## src/rtl/cpu_ctrl_pkg.sv

```systemverilog
// Shared definitions for the hard-wired CPU controller:
// opcodes, ALU ops, datapath bit indices, states and decode helpers.
package cpu_ctrl_pkg;

  localparam logic [4:0] OP_LD   = 5'b00000;
  localparam logic [4:0] OP_ADDI = 5'b00001;
  localparam logic [4:0] OP_ST   = 5'b00010;
  localparam logic [4:0] OP_ADD  = 5'b00011;
  localparam logic [4:0] OP_SUB  = 5'b00100;
  localparam logic [4:0] OP_AND  = 5'b00101;
  localparam logic [4:0] OP_OR   = 5'b00110;
  localparam logic [4:0] OP_BR   = 5'b10010;
  localparam logic [4:0] OP_JR   = 5'b10100;
  localparam logic [4:0] OP_NOP  = 5'b11010;
  localparam logic [4:0] OP_HALT = 5'b11011;

  localparam logic [4:0] ALU_ADD = 5'd3;
  localparam logic [4:0] ALU_SUB = 5'd4;
  localparam logic [4:0] ALU_AND = 5'd5;
  localparam logic [4:0] ALU_OR  = 5'd6;
  localparam logic [4:0] ALU_INC = 5'd14;

  localparam int EN_ZIN   = 18;
  localparam int EN_YIN   = 19;
  localparam int EN_PCIN  = 20;
  localparam int EN_MDRIN = 21;
  localparam int EN_IRIN  = 24;
  localparam int EN_MARIN = 25;
  localparam int EN_CONIN = 27;

  localparam int BS_GR  = 0;
  localparam int BS_ZLO = 19;
  localparam int BS_PC  = 20;
  localparam int BS_MDR = 21;
  localparam int BS_C   = 23;

  typedef enum logic [3:0] {
    S_IDLE, S_T0, S_T1, S_T2, S_T3,
    S_T4, S_T5, S_T6, S_T7, S_HALT
  } state_e;

  typedef enum logic [2:0] {
    C_ALU, C_ADDI, C_LD, C_ST,
    C_BR, C_JR, C_NOP, C_HALT
  } cls_e;

  function automatic cls_e classify(
    input logic [4:0] op
  );
    case (op)
      OP_ADD, OP_SUB,
      OP_AND, OP_OR: return C_ALU;
      OP_ADDI:       return C_ADDI;
      OP_LD:         return C_LD;
      OP_ST:         return C_ST;
      OP_BR:         return C_BR;
      OP_JR:         return C_JR;
      OP_NOP:        return C_NOP;
      OP_HALT:       return C_HALT;
      default:       return C_HALT;
    endcase
  endfunction

  function automatic logic [4:0] alu_of(
    input logic [4:0] op
  );
    unique case (1'b1)
      op == OP_SUB: return ALU_SUB;
      op == OP_AND: return ALU_AND;
      op == OP_OR:  return ALU_OR;
      default:      return ALU_ADD;
    endcase
  endfunction

  function automatic logic mem_step(
    input state_e s,
    input cls_e   c
  );
    return (s == S_T1) ||
           (s == S_T6 && c == C_LD) ||
           (s == S_T7 && c == C_ST);
  endfunction

endpackage

```

## src/rtl/ctrl_mem_wait.sv

```systemverilog
// Hold counter for memory steps: loads MEM_LAT-1 on
// entry, counts down, flags the final cycle.
module ctrl_mem_wait #(
  parameter int MEM_LAT = 1
) (
  input  logic clk,
  input  logic clr,
  input  logic start,
  output logic last
);

  logic [3:0] cnt;

  always_ff @(posedge clk or negedge clr) begin
    if (!clr)
      cnt <= '0;
    else if (start)
      cnt <= 4'(MEM_LAT - 1);
    else if (cnt != '0)
      cnt <= cnt - 4'd1;
  end

  assign last = (cnt == '0);

endmodule

```

## src/rtl/control_unit.sv

```systemverilog
// Hard-wired Moore controller sequencing fetch and
// execute steps T0-T7 of each instruction.
module control_unit
  import cpu_ctrl_pkg::*;
#(
  parameter int MEM_LAT = 1
) (
  input  logic        clk,
  input  logic        clr,
  input  logic        run,
  input  logic [31:0] ir,
  input  logic        con_ff,
  output logic [31:0] enable,
  output logic [31:0] busSelect,
  output logic [4:0]  Control_Signals,
  output logic        Gra,
  output logic        Grb,
  output logic        Grc,
  output logic        Rin,
  output logic        Rout,
  output logic        BAout,
  output logic        MD_Read,
  output logic        ReadRAM,
  output logic        WriteRAM,
  output logic        instr_done,
  output logic        halted
);

  state_e state, nxt, fin;
  cls_e   cls;
  logic   start, mem_last, mem_first;
  logic   unused_ir;

  assign cls       = classify(ir[31:27]);
  assign unused_ir = ^ir[26:0];
  assign fin       = run ? S_T0 : S_IDLE;
  assign start     = (nxt != state) &&
                     mem_step(nxt, cls);

  ctrl_mem_wait #(.MEM_LAT(MEM_LAT)) u_wait (
    .clk   (clk),
    .clr   (clr),
    .start (start),
    .last  (mem_last)
  );

  always_ff @(posedge clk or negedge clr) begin
    if (!clr) begin
      state     <= S_IDLE;
      mem_first <= 1'b0;
    end else begin
      state     <= nxt;
      mem_first <= start;
    end
  end

  always_comb begin
    nxt = state;
    unique case (state)
      S_IDLE: if (run) nxt = S_T0;
      S_T0:   nxt = S_T1;
      S_T1:   if (mem_last) nxt = S_T2;
      S_T2:   nxt = S_T3;
      S_T3: begin
        case (cls)
          C_HALT:       nxt = S_HALT;
          C_JR, C_NOP:  nxt = fin;
          default:      nxt = S_T4;
        endcase
      end
      S_T4:   nxt = S_T5;
      S_T5: begin
        if (cls == C_ALU || cls == C_ADDI)
          nxt = fin;
        else
          nxt = S_T6;
      end
      S_T6: begin
        case (cls)
          C_LD:    if (mem_last) nxt = S_T7;
          C_ST:    nxt = S_T7;
          default: nxt = fin;
        endcase
      end
      S_T7: begin
        if (cls != C_ST || mem_last)
          nxt = fin;
      end
      S_HALT: nxt = S_HALT;
      default: nxt = S_IDLE;
    endcase
  end

  always_comb begin
    enable          = '0;
    busSelect       = '0;
    Control_Signals = '0;
    Gra        = 1'b0;
    Grb        = 1'b0;
    Grc        = 1'b0;
    Rin        = 1'b0;
    Rout       = 1'b0;
    BAout      = 1'b0;
    MD_Read    = 1'b0;
    ReadRAM    = 1'b0;
    WriteRAM   = 1'b0;
    instr_done = 1'b0;
    halted     = 1'b0;
    unique case (state)
      S_T0: begin
        busSelect[BS_PC]  = 1'b1;
        enable[EN_MARIN]  = 1'b1;
        enable[EN_ZIN]    = 1'b1;
        Control_Signals   = ALU_INC;
      end
      S_T1: begin
        busSelect[BS_ZLO] = 1'b1;
        enable[EN_PCIN]   = mem_first;
        enable[EN_MDRIN]  = 1'b1;
        MD_Read = 1'b1;
        ReadRAM = 1'b1;
      end
      S_T2: begin
        busSelect[BS_MDR] = 1'b1;
        enable[EN_IRIN]   = 1'b1;
      end
      S_T3: begin
        case (cls)
          C_ALU, C_ADDI, C_LD, C_ST: begin
            Grb   = 1'b1;
            Rout  = (cls == C_ALU || cls == C_ADDI);
            BAout = (cls == C_LD || cls == C_ST);
            busSelect[BS_GR] = 1'b1;
            enable[EN_YIN]   = 1'b1;
          end
          C_BR, C_JR: begin
            Gra  = 1'b1;
            Rout = 1'b1;
            busSelect[BS_GR]  = 1'b1;
            enable[EN_CONIN]  = (cls == C_BR);
            enable[EN_PCIN]   = (cls == C_JR);
            instr_done        = (cls == C_JR);
          end
          C_NOP:   instr_done = 1'b1;
          default: ;
        endcase
      end
      S_T4: begin
        case (cls)
          C_ALU: begin
            Grc  = 1'b1;
            Rout = 1'b1;
            busSelect[BS_GR] = 1'b1;
            enable[EN_ZIN]   = 1'b1;
            Control_Signals  = alu_of(ir[31:27]);
          end
          C_BR: begin
            busSelect[BS_PC] = 1'b1;
            enable[EN_YIN]   = 1'b1;
          end
          default: begin
            busSelect[BS_C] = 1'b1;
            enable[EN_ZIN]  = 1'b1;
            Control_Signals = ALU_ADD;
          end
        endcase
      end
      S_T5: begin
        case (cls)
          C_ALU, C_ADDI: begin
            busSelect[BS_ZLO] = 1'b1;
            Gra = 1'b1;
            Rin = 1'b1;
            instr_done = 1'b1;
          end
          C_BR: begin
            busSelect[BS_C] = 1'b1;
            enable[EN_ZIN]  = 1'b1;
            Control_Signals = ALU_ADD;
          end
          default: begin
            busSelect[BS_ZLO] = 1'b1;
            enable[EN_MARIN]  = 1'b1;
          end
        endcase
      end
      S_T6: begin
        case (cls)
          C_LD: begin
            MD_Read = 1'b1;
            ReadRAM = 1'b1;
            enable[EN_MDRIN] = 1'b1;
          end
          C_ST: begin
            Gra  = 1'b1;
            Rout = 1'b1;
            busSelect[BS_GR] = 1'b1;
            enable[EN_MDRIN] = 1'b1;
          end
          default: begin
            busSelect[BS_ZLO] = con_ff;
            enable[EN_PCIN]   = con_ff;
            instr_done = 1'b1;
          end
        endcase
      end
      S_T7: begin
        if (cls == C_ST) begin
          WriteRAM   = 1'b1;
          instr_done = mem_last;
        end else begin
          busSelect[BS_MDR] = 1'b1;
          Gra = 1'b1;
          Rin = 1'b1;
          instr_done = 1'b1;
        end
      end
      S_HALT: halted = 1'b1;
      default: ;
    endcase
  end

endmodule

```

## config.mk

```make
export PLATFORM = sky130hd
export DESIGN_NAME = control_unit
export DESIGN_NICKNAME = d
export VERILOG_FILES = /design/src/rtl/cpu_ctrl_pkg.sv /design/src/rtl/ctrl_mem_wait.sv /design/src/rtl/control_unit.sv
export SDC_FILE = /design/constraint.sdc
export NUM_CORES = 1
export LEC_CHECK = 0
export CORE_MARGIN = 2
export CORE_UTILIZATION = 37
export CTS_BUF_LIST = sky130_fd_sc_hd__clkbuf_8
export CTS_CLUSTER_DIAMETER = 40
export DETAILED_ROUTE_END_ITERATION = 16
export GPL_TIMING_DRIVEN = 0
export MAX_ROUTING_LAYER = met4
export PLACE_DENSITY = 0.83
export REMOVE_ABC_BUFFERS = 1
export SYNTH_ARGS = -nofsm -noshare
export SYNTH_HDL_FRONTEND = slang
export SYNTH_SLANG_ARGS = --single-unit
```

## constraint.sdc

```tcl
create_clock -name clk -period 3.5 [get_ports clk]
set_input_delay 0.525 -clock clk [delete_from_list [all_inputs] [get_ports clk]]
set_output_delay 0.525 -clock clk [all_outputs]
set_load 0.01 [all_outputs]
```

-- Word-level counts from Yosys, hierarchy flattened
Memory sizes are Yosys's and may differ from the RTL's.
Index checks and enable logic that the tools add are counted.
- add/subtract/negate cells: 1
- eq/ne operators: 24
- multiplexer cells: 58
- reduce and logical (&&, ||, !) cells: 21
- operators by type and width (kind ; number):
    $pmux 4 s10 ; 1
    $mux 1 ; 27
    $mux 4 ; 6
    $eq 4x3->1 const B ; 5
    $pmux 1 s2 ; 10
    $pmux 4 s2 ; 2
    $eq 5x3->1 const B ; 3
    $pmux 1 s3 ; 5
    $eq 3x3->1 const B ; 4
    $eq 4x2->1 const B ; 3
    $eq 4x4->1 const B ; 3
    $pmux 4 s3 ; 1
    $reduce_or 2->1 ; 5
    $pmux 3 s3 ; 1
    $logic_not 4->1 ; 2
    $pmux 1 s4 ; 2
    $eq 3x2->1 const B ; 2
    $pmux 3 s2 ; 1
    $reduce_or 6->1 ; 1
    $logic_or 1x1->1 ; 5
    $eq 4x1->1 const B ; 1
    $ne 4x4->1 ; 1
    $reduce_bool 4->1 ; 1
    $reduce_or 4->1 ; 1
    9 further kinds ; 11
- flip-flop bits (word level): 9
- memory bits (read-only): 96
- input port bits: 36
- output and inout port bits: 80
- logic and storage cells: 108
- memories kept: 1
- memories (memory ; words ; width ; rd ports ; clocked after memory_dff ; wr ports ; RTL line ; RTL):
    (no name shown) ; 32 ; 3 ; 1 ; 0 ; 0 ; cpu_ctrl_pkg.sv:50 ; case (op)

-- Longest topological paths before layout
An unclocked memory read counts as a cell.
- depth in word-level cells: 11
- gate-level depth with buffers: 10
- depth with buffers taken out: 9

-- Cells and area by module
A second synthesis with hierarchy kept.
- cells, all modules: 229
- area total of the unflattened synthesis: 1646.6 um^2
- modules (own cells, without submodules) (module ; times used ; cells each ; area each (um^2)):
    control_unit ; 1 ; 207 ; 1418.9
    ctrl_mem_wait ; 1 ; 22 ; 227.7

-- Least setup slack after synthesis
OpenSTA, ideal clock, no wires.
- path kind: in2out
- start: input ir[27]
- end: output Control_Signals[1]
- data arrival time: 2381 ps
- data required time: 2975 ps
- setup slack: 594 ps
- cell stages on the path: 8
- cell sequence: inv_1 -> ha_1 -> nor4_2 -> a211oi_2 -> buf_4 -> or4_1 -> a311oi_1 -> nor3_1
- longest elaborated chain between the ends: 4
- elaborated cells between the ends (all ways): 10
- those cells by class: eq/ne (4); mux (4); reduce/logical (1); memory (1)
- ends and longest elaborated chain (what ; RTL line ; RTL):
    from (decl) ; control_unit.sv:11 ; input logic [31:0] ir,
    $mem_v2 32x3, or another cell as far along ; n/a ;
    $eq 3x3->1, or another cell as far along ; control_unit.sv:149, control_unit.sv:169 ;
    $pmux 3 s2 / $mux 2 (equally long branches) ; control_unit.sv:149, control_unit.sv:169 ;
    $pmux 4 s3 * ; control_unit.sv:109 ; unique case (state)
    to (decl) ; control_unit.sv:15 ; output logic [4:0] Control_Signals,
Mark *: on every way between the ends. The rest lies on a longest branch, timed or not.

-- Worst setup path in the final report
- start: input ir[27]
- end: output Rout
- longest elaborated chain between the ends: 5
- elaborated cells between the ends (all ways): 14
- those cells by class: eq/ne (5); mux (4); reduce/logical (4); memory (1)
- ends and longest elaborated chain (what ; RTL line ; RTL):
    $mem_v2 32x3 * ; n/a ;
    $eq 3x2->1, or another cell as far along ; control_unit.sv:128, control_unit.sv:188 ;
    $reduce_or 4->1, or another cell as far along ; n/a ;
    $pmux 1 s2 ; control_unit.sv:128 ; case (cls)
    $pmux 1 s3 * ; control_unit.sv:109 ;
    to (decl) ; control_unit.sv:20 ; output logic Rout,
Marked as above.

==> flow_summary_export.csv <==
group,metric,value,unit
detailed_routing,first_pass_iters,4,
sta,relSlewSlack,53.7,%
sta,tightest_slew,683,ps
cts,clock_sinks,9,
global_routing,grt_max_degree,18,
worst_setup_path,cp-end-kind,"output port",
cts,hold_buffers,0,
cts,clk_pin_slew,40,ps
global_routing,grt_pass1_vias,1420,
sta,fin_crit_sh,97.9,%
yosys,synth_cell_types,54,
placed_design,dp.cells,313,
sta,maxSlewViolCount,0,
yosys,ys_top_cells_by_count,"buf_4 (55), nand2_1 (35), nor2_1 (16)",
yosys,async_reset_ff_share,100,%
placed_design,numPortBuffers,35,
global_routing,grtUsageTotal,16.3,%
cts,clk_latency,230,ps
power,powerDensity,478,nW/um^2
worst_setup_path,required,2970,ps
placed_design,gp_congestion,0.884,
detailed_routing,drtAntennaViolNets,0,
worst_setup_path,crit_type,"in2out",
cts,htreeDepth,1,
global_routing,grt_pass1_wl,6.78,mm
power,irDropWorstVdd,188,uV
die,rows,24,
flow_run,maxCapViolCount,0,
yosys,synth_flop_cell,"dfrtp_1",
die,die_area,5250,um^2
worst_setup_path,cp.arrival,2900,ps
outcome,status,"completed",
sta,setup_tns,0,ps
die,start_util,39.0,%
final_layout,layout-drive-gt1-share,12.2,%
sta,layout_min_cycle_time,3430,ps
final_layout,final_core_util,46.2,%
sta,setup_viol_count_final,0,
yosys,yosys.cell_count.top_type,"buf_4",
placed_design,dp_slack,-702,ps
worst_setup_path,reg2reg_slack,1070,ps
worst_setup_path,slowest_delay,590,ps
detailed_routing,routed-via-count,1682,
yosys,syn_avg_cell_area,7.32,um^2
sta,fmax,292,MHz
global_routing,grt-ovfl-total,0,
final_layout,area_growth,18.5,%
cts,clock-root-buffer,"clkbuf_8",
sta,setup_ws,74.2,ps
yosys,ys_warn_count,0,
global_routing,antenna_found_initial,0,
sta,skew,1.24,ps
final_layout,nFillCells,439,
final_layout,final_cells,323,
final_layout,finalNetCount,314,
yosys,syn_area,1730,um^2
yosys,seq_area_frac_synth,13.0,%
sta,rsz0062_at_grt,"false",
worst_setup_path,path_max_fanout,8,
yosys,syn_inst,237,
placed_design,hpwlAfterDp,3.20,mm
worst_hold_path,hold_path.class,"in2async",
detailed_routing,avgRoutedWirePerCell,13.2,um
cts,cts_tree,"built",
power,power.leakage,0.960,nW
final_layout,n_antenna_cell,0,
cts,cts_buffers,3,
yosys,synth_area_leader_cell,"buf_4",
yosys,synth_area_leaders,"buf_4 (24%), dfrtp_1 (13%), nand2_1 (7.6%), ha_1 (4.3%), mux2i_1 (4.0%)",
die,die_w,72.5,um
sta,hold_viol_final,0,
yosys,ys_ff_latch,9,
detailed_routing,drc,0,
sta,holdWs,595,ps
worst_setup_path,critPathLaunchType,"input pin",
die,ios,116,
die,die_h,72.5,um
detailed_routing,first_iter_violations,86,
detailed_routing,drt-vias-per-instance,5.21,
die,core,4440,um^2
detailed_routing,routed_wl,4.28,mm
worst_setup_path,crit_slowest_cell,"clkdlybuf4s50_1",
worst_setup_path,path_cells,"clkdlybuf4s15_1, ha_1, nor2b_4, o21a_4, nor2_1, nor4_2, a31oi_1, o21ai_0, clkdlybuf4s50_1",
yosys,synth_edf_count,0,
yosys,yosysTopAreaCellShare,23.8,%
cts,clock_path_buffers,2,
-- report_power, final --
group	switching [mW]	internal (mW)
clock	0.0406	0.0763
combinational	0.351	0.310
sequential	0.0767	0.127
total	0.469	0.513
-- flip-flops by register name, summed over array words and instances (netlist names) --
name and cells:
state 4, u_wait.cnt 4, mem_first 1
-- cell usage in the layout (no fill, tap or decap), types with 2 or more instances in the layout --
cell             count
a211o_1              4
a211oi_1             4
a211oi_4             2
a21oi_1              3
a31oi_1              4
and3b_1              2
buf_4                6
clkbuf_8             3
clkdlybuf4s50_1     26
conb_1              53
dfrtp_1              9
dlygate4sd2_1        6
ha_1                 4
ha_4                 2
inv_1                8
inv_2                2
mux2i_1              6
nand2_1             35
nand2_2              2
nand2b_1             4
nand3_1              3
nor2_1              16
nor2b_1              5
nor3_1               8
nor4_4               2
o211ai_1             2
o21ai_0             11
o311ai_0             3
or3_1                3
xnor2_1              3
-- layer usage --
layer	global-route usage [%]	vias to the layer above	share of wire, %
met5	-	-	0
met4	2.88	0	1.0
met3	2.36	8	9.2
met2	26.0	114	48
met1	22.2	773	42
li1	-	787	-
-- timing repair --
item | 4_1_cts | 5_1_grt
pin swaps | 3 | 0
setup endpoints to repair | 12 | 8
setup buffers | 5 | 1
resized for setup | 19 | 9
-- worst max-delay path, delay by kind of cell --
family	cells	cell delay, ps
and+or+nand+nor	3	630
buffers and inverters	2	890
AOI/OAI and AO/OA	3	520
adders and majority gates	1	330
-- logic make-up after synthesis --
logic type	synth area share, %
and+or+nand+nor	29.2
other	0.216
muxes	4.04
adders and majority gates	4.33
DFF	13.0
xor gates and xnor gates	2.02
buffers and inverters	28.1
AOI/OAI and AO/OA	19.1
-- through the flow --
stage	total power, mW	area (um^2)
finish	0.982	2050
global route	1.05	2050
CTS	0.976	2020
detailed placement	0.856	1890
global placement	0.846	1890
floorplan	0.580	1480
-- area by class of cell --
class / count / area, um^2 / share of cell area, %
Tap cell: 52 / 65.1 / 3.17
Clock buffer: 3 / 41.3 / 2.01
Clock inverter: 1 / 3.75 / 0.183
Inverter: 9 / 33.8 / 1.64
Sequential cell: 9 / 225 / 11.0
Timing Repair Buffer: 41 / 385 / 18.8
Multi-Input combinational cell: 208 / 1300 / 63.3
-- final timing paths --
check / from / endpoint / cells after the start
min in group clk: u_wait.cnt[0]$_DFFE_PN0P_ / u_wait.cnt[0]$_DFFE_PN0P_ / 3
min: clr / u_wait.cnt[2]$_DFFE_PN0P_ / 1
min reg2reg: u_wait.cnt[0]$_DFFE_PN0P_ / u_wait.cnt[0]$_DFFE_PN0P_ / 3
max: ir[27] / Rout / 9
max in group asynchronous: clr / state[0]$_DFF_PN0_ / 1
max reg2reg: u_wait.cnt[0]$_DFFE_PN0P_ / mem_first$_DFF_PN0_ / 8
No activity file was read; power rests on OpenSTA's default activity.
